--- src/rtl/led_sequencer.sv ---
// led_sequencer: steps an LED bank pattern once per i_valid tick.
// The pattern mode is picked by a rising edge on a push-button.
// Define LED_BTN_SYNC_EN to put a 2-flop synchronizer on i_btn.
// Without it, i_btn is used directly by the edge detector.
//
// state    | meaning
// ---------+-----------------------------------------------
// ROT_L    | single lit LED rotates toward MSB, MSB wraps to LSB
// ROT_R    | single lit LED rotates toward LSB, LSB wraps to MSB
// FLASH    | whole bank toggles between all-on and all-off
// PINGPONG | single lit LED bounces between the two ends
module led_sequencer #(
    parameter int NB_LED = 4,
    parameter int NB_BTN = 4
) (
    input  logic              clk,
    input  logic              i_reset,
    input  logic              i_valid,
    input  logic [NB_BTN-1:0] i_btn,
    output logic [NB_LED-1:0] o_led,
    output logic [1:0]        o_mode
);

    typedef enum logic [1:0] {
        ROT_L    = 2'd0,
        ROT_R    = 2'd1,
        FLASH    = 2'd2,
        PINGPONG = 2'd3
    } mode_t;

    typedef enum logic {
        DIR_LEFT  = 1'b0,
        DIR_RIGHT = 1'b1
    } dir_t;

    // Only four modes exist, so buttons above index 3 are dropped.
    localparam int NB_USE = (NB_BTN < 4) ? NB_BTN : 4;
    localparam logic [NB_LED-1:0] LED_LSB = {{(NB_LED-1){1'b0}}, 1'b1};
    localparam logic [NB_LED-1:0] LED_MSB = {1'b1, {(NB_LED-1){1'b0}}};

    logic [NB_BTN-1:0] btn_s;
    logic [3:0]        btn_use;
    logic [3:0]        btn_prev;
    logic [3:0]        btn_rise;

    mode_t             mode_q, mode_d;
    dir_t              dir_q, dir_d;
    logic [NB_LED-1:0] led_q, led_d;

`ifdef LED_BTN_SYNC_EN
    logic [NB_BTN-1:0] sync_1;
    logic [NB_BTN-1:0] sync_2;

    // Two-flop synchronizer for the asynchronous push-buttons.
    always_ff @(posedge clk) begin
        if (i_reset) begin
            sync_1 <= '0;
            sync_2 <= '0;
        end else begin
            sync_1 <= i_btn;
            sync_2 <= sync_1;
        end
    end

    assign btn_s = sync_2;
`else
    assign btn_s = i_btn;
`endif

    // Narrow the button vector to the four mode-select buttons.
    always_comb begin
        btn_use               = '0;
        btn_use[NB_USE-1:0]   = btn_s[NB_USE-1:0];
    end

    assign btn_rise = btn_use & ~btn_prev;

    // Next pattern: a button rise reloads (and drops any tick), else a tick steps.
    always_comb begin
        mode_d = mode_q;
        dir_d  = dir_q;
        led_d  = led_q;
        if (btn_rise != 4'd0) begin
            if (btn_rise[0])      mode_d = ROT_L;
            else if (btn_rise[1]) mode_d = ROT_R;
            else if (btn_rise[2]) mode_d = FLASH;
            else                  mode_d = PINGPONG;
            dir_d = DIR_LEFT;
            case (mode_d)
                ROT_L:    led_d = LED_LSB;
                ROT_R:    led_d = LED_MSB;
                FLASH:    led_d = '1;
                PINGPONG: led_d = LED_LSB;
            endcase
        end else if (i_valid) begin
            case (mode_q)
                ROT_L:    led_d = {led_q[NB_LED-2:0], led_q[NB_LED-1]};
                ROT_R:    led_d = {led_q[0], led_q[NB_LED-1:1]};
                FLASH:    led_d = ~led_q;
                PINGPONG: begin
                    // Reverse in the same step so the end LED is not lit twice.
                    if (dir_q == DIR_LEFT) begin
                        if (led_q[NB_LED-1]) begin
                            dir_d = DIR_RIGHT;
                            led_d = led_q >> 1;
                        end else begin
                            led_d = led_q << 1;
                        end
                    end else begin
                        if (led_q[0]) begin
                            dir_d = DIR_LEFT;
                            led_d = led_q << 1;
                        end else begin
                            led_d = led_q >> 1;
                        end
                    end
                end
            endcase
        end
    end

    // State register; reset wins over ticks and buttons.
    always_ff @(posedge clk) begin
        if (i_reset) begin
            mode_q   <= ROT_L;
            dir_q    <= DIR_LEFT;
            led_q    <= LED_LSB;
            btn_prev <= '0;
        end else begin
            mode_q   <= mode_d;
            dir_q    <= dir_d;
            led_q    <= led_d;
            btn_prev <= btn_use;
        end
    end

    assign o_led  = led_q;
    assign o_mode = mode_q;

endmodule

--- config.mk ---
export PLATFORM = sky130hd
export DESIGN_NAME = led_sequencer
export DESIGN_NICKNAME = d
export VERILOG_FILES = /design/src/rtl/led_sequencer.sv
export SDC_FILE = /design/constraint.sdc
export NUM_CORES = 1
export LEC_CHECK = 0
export CAP_MARGIN = 20
export CORE_MARGIN = 5
export CORE_UTILIZATION = 46
export CTS_BUF_LIST = sky130_fd_sc_hd__clkbuf_4
export CTS_CLUSTER_SIZE = 10
export DETAILED_ROUTE_END_ITERATION = 6
export MAX_ROUTING_LAYER = met4
export PLACE_DENSITY = 0.75
export SLEW_MARGIN = 20
export SYNTH_ARGS = -nofsm -noshare
export SYNTH_HDL_FRONTEND = slang
export SYNTH_SLANG_ARGS = --single-unit
--- constraint.sdc ---
create_clock -name clk -period 1.4 [get_ports clk]
set_input_delay 0.14 -clock clk [delete_from_list [all_inputs] [get_ports clk]]
set_output_delay 0.14 -clock clk [all_outputs]
set_load 0.02 [all_outputs]
==> flow_summary_export.csv <==
group,metric,value,unit
outcome,status,"finished with violations",
outcome,failed_checks,"negative setup slack",
timing,holdWs,0.216,ns
setup_path,path_max_fanout,5,
timing,relSlewSlack,0.836,
clocking,clock_latency,0.28,ns
clocking,clk_pin_slew,0.07,ns
setup_path,crit_type,"reg -> reg",
detailed_routing,first_iter_violations,19,
detailed_routing,via_per_inst,5.69,
power_and_ir_drop,switching_share,0.309,
worst_hold_path,worstHoldStart,"i_btn[2]",
synth,ys_seq_area_frac,0.340,
placed_design,dp_hpwl,1220,µm
power_and_ir_drop,p_leak,0.461,nW
placed_design,post-place-cells,120,
layout,seq_area,225,µm²
timing,worst_pin_slew,0.245,ns
layout,drive_gt1_frac,0.354,
setup_path,end_kind,"register",
synth,ys_seq_elements,11,
placed_design,io_buffers,12,
detailed_routing,antenna_left,0,
layout,area_growth,55.6,%
layout,diodes,0,
synth,syn_inst,82,
global_route,grt_pass1_vias,676,
floorplanning,core_area,1320,µm²
timing,layout_setup_ws,-0.0274,ns
detailed_routing,firstDrtPassIters,4,
floorplanning,ioPinCount,13,
synth,syn-num-nets,91,
detailed_routing,drc,0,
setup_path,worst_setup_path_start_kind,"register",
timing,hold_viol,0,
clocking,cts_max_path_buffers,2,
detailed_routing,vias,728,
setup_path,r2r_start,"btn_prev[2]$_SDFF_PP0_",
clocking,cts_root_buf,"clkbuf_4",
clocking,cts_sinks,11,
flow_run,cap_violations,0,
worst_hold_path,hold_path_class,"in -> reg",
synth,avgSynthCellArea,7.90,µm²
timing,min_period,1.43,ns
synth,ys_types,32,
global_route,antenna_found_initial,0,
detailed_routing,wl,1900,µm
timing,fin_tns_setup,-0.0374,ns
power_and_ir_drop,powerDensity,866,nW/µm²
layout,nets,123,
global_route,grt_max_degree,9,
timing,drv_slew,0,
clocking,cts-htree-levels,1,
global_route,gr-usage-all-layers,0.191,
floorplanning,fp.dieH,47.5,µm
timing,fmax,701,MHz
floorplanning,die_area,2260,µm²
timing,period_share,1.02,
layout,final_common_cell,"buf_4",
setup_path,worstPathArrival,1.59,ns
timing,fin_worst_skew,0.00365,ns
setup_path,critical_path.startpoint,"btn_prev[2]$_SDFF_PP0_",
layout,final_core_util,0.765,
layout,final_cell_count_no_fill,128,
setup_path,cp_data_required_time,1.56,ns
global_route,grt.overflow.total,0,
clocking,cts_buffers,3,
floorplanning,row_count,13,
placed_design,gp_congestion,0.879,
synth,yosys_warnings,0,
power_and_ir_drop,combPwrFrac,0.307,
power_and_ir_drop,internal-power,0.603,mW
timing,setup_viol_count_final,3,
power_and_ir_drop,p_clk_frac,0.280,
global_route,grt_pass1_wl,2940,µm
power_and_ir_drop,vdd_ir_drop_max,597,µV
layout,fill_cells,88,
layout,multi_input_area,458,µm²
detailed_routing,wire_per_inst,14.8,µm
floorplanning,die_w,47.5,µm
floorplanning,initial_core_util,0.492,
layout,layout_common_cells,"buf_4 (19), nand2_1 (10), nor2_1 (7), dfxtp_1 (7)",
power_and_ir_drop,switchingPower,0.270,mW
power_and_ir_drop,p_seq_frac,0.413,
clocking,cts_tree,"done",
synth,syn_area,648,µm²
timing,rsz0062_at_grt,"true",
[state kept, by name, summed over array words and instances (netlist names)]
signal and count:
dir_q 1, btn_prev 4, o_mode 2, o_led 4
[metal layers]
layer  track usage  share of wire
met1         0.241           0.45
met2         0.281           0.47
met3        0.0376          0.057
met4         0.108          0.016
met5             -              0
[metrics by stage]
stage                     setup WS, ns  area, µm²  total power, mW
after floorplan                 0.0133        649            0.484
after global placement          -0.277        880            0.586
after detailed placement        -0.362        880            0.591
after CTS                      0.00165        946            0.842
after global routing           -0.0761       1010            0.924
final                          -0.0274       1010            0.873
[cell families (layout without fill, tap and decap cells)]
kind of cell	Yosys count	in the layout	synth area share
mux	1	1	0.0154
fa+ha+maj	2	2	0.0386
compound gates	22	22	0.236
flops	11	11	0.340
buf+inv	7	38	0.0560
simple gates	39	39	0.315
[final timing paths]
check	to	slack, ns	depth (start not counted)
setup reg to reg	o_led[0]$_SDFFE_PP1P_	-0.03	4
hold reg to reg	o_mode[0]$_SDFFE_PP0P_	0.62	2
setup / recovery	o_led[0]$_SDFFE_PP1P_	-0.03	4
hold / removal	btn_prev[2]$_SDFF_PP0_	0.22	2
[power groups by stage]
stage | logic, mW | clock network (mW) | registers (mW)
3_5_place_dp | 0.227 | 0 | 0.364
2_1_floorplan | 0.107 | 0 | 0.378
5_1_grt | 0.288 | 0.272 | 0.364
6_report | 0.268 | 0.245 | 0.360
3_3_place_gp | 0.222 | 0 | 0.364
4_1_cts | 0.235 | 0.249 | 0.357
[synthesized netlist by cell type, drive strengths merged]
cell type | n | area share
o41ai | 1 | 0.014
ha | 2 | 0.039
and2b | 1 | 0.012
nand2b | 5 | 0.048
or2 | 2 | 0.019
nor3b | 1 | 0.012
nand4 | 3 | 0.029
a21boi | 1 | 0.012
a211oi | 4 | 0.046
o21ai | 7 | 0.054
inv | 2 | 0.012
a31oi | 1 | 0.0097
a22oi | 1 | 0.012
nand2 | 10 | 0.058
o21bai | 1 | 0.012
mux2i | 1 | 0.015
buf | 3 | 0.033
nor2b | 6 | 0.058
a21oi | 1 | 0.0077
a311o | 2 | 0.031
and2 | 1 | 0.0097
dfxtp | 11 | 0.34
or3 | 1 | 0.0097
clkbuf | 2 | 0.012
a221oi | 1 | 0.014
nor2 | 7 | 0.041
o22ai | 1 | 0.0097
or2b | 1 | 0.012
o211a | 1 | 0.015
nor3 | 1 | 0.0077
[critical path: stages (launching register included)]
cell and delay, ns:
dfxtp_2 0.34, nand2b_4 0.12, nand4_1 0.22, or2_4 0.29
a311o_1 0.34
[what timing repair did]
item	in CTS	in global routing
hold buffers	0	0
gates resized for setup	12	14
pin swaps	2	5
setup endpoints to repair	10	5
buffers inserted	2	2
[cell type report]
class,count,share of cell area
inverters,2,0.00744
repair buffers,32,0.267
flip-flops and latches,11,0.223
clock buffers,4,0.0298
well taps,15,0.0186
multi-input cells,64,0.454
(Power assumes the default switching activity.)
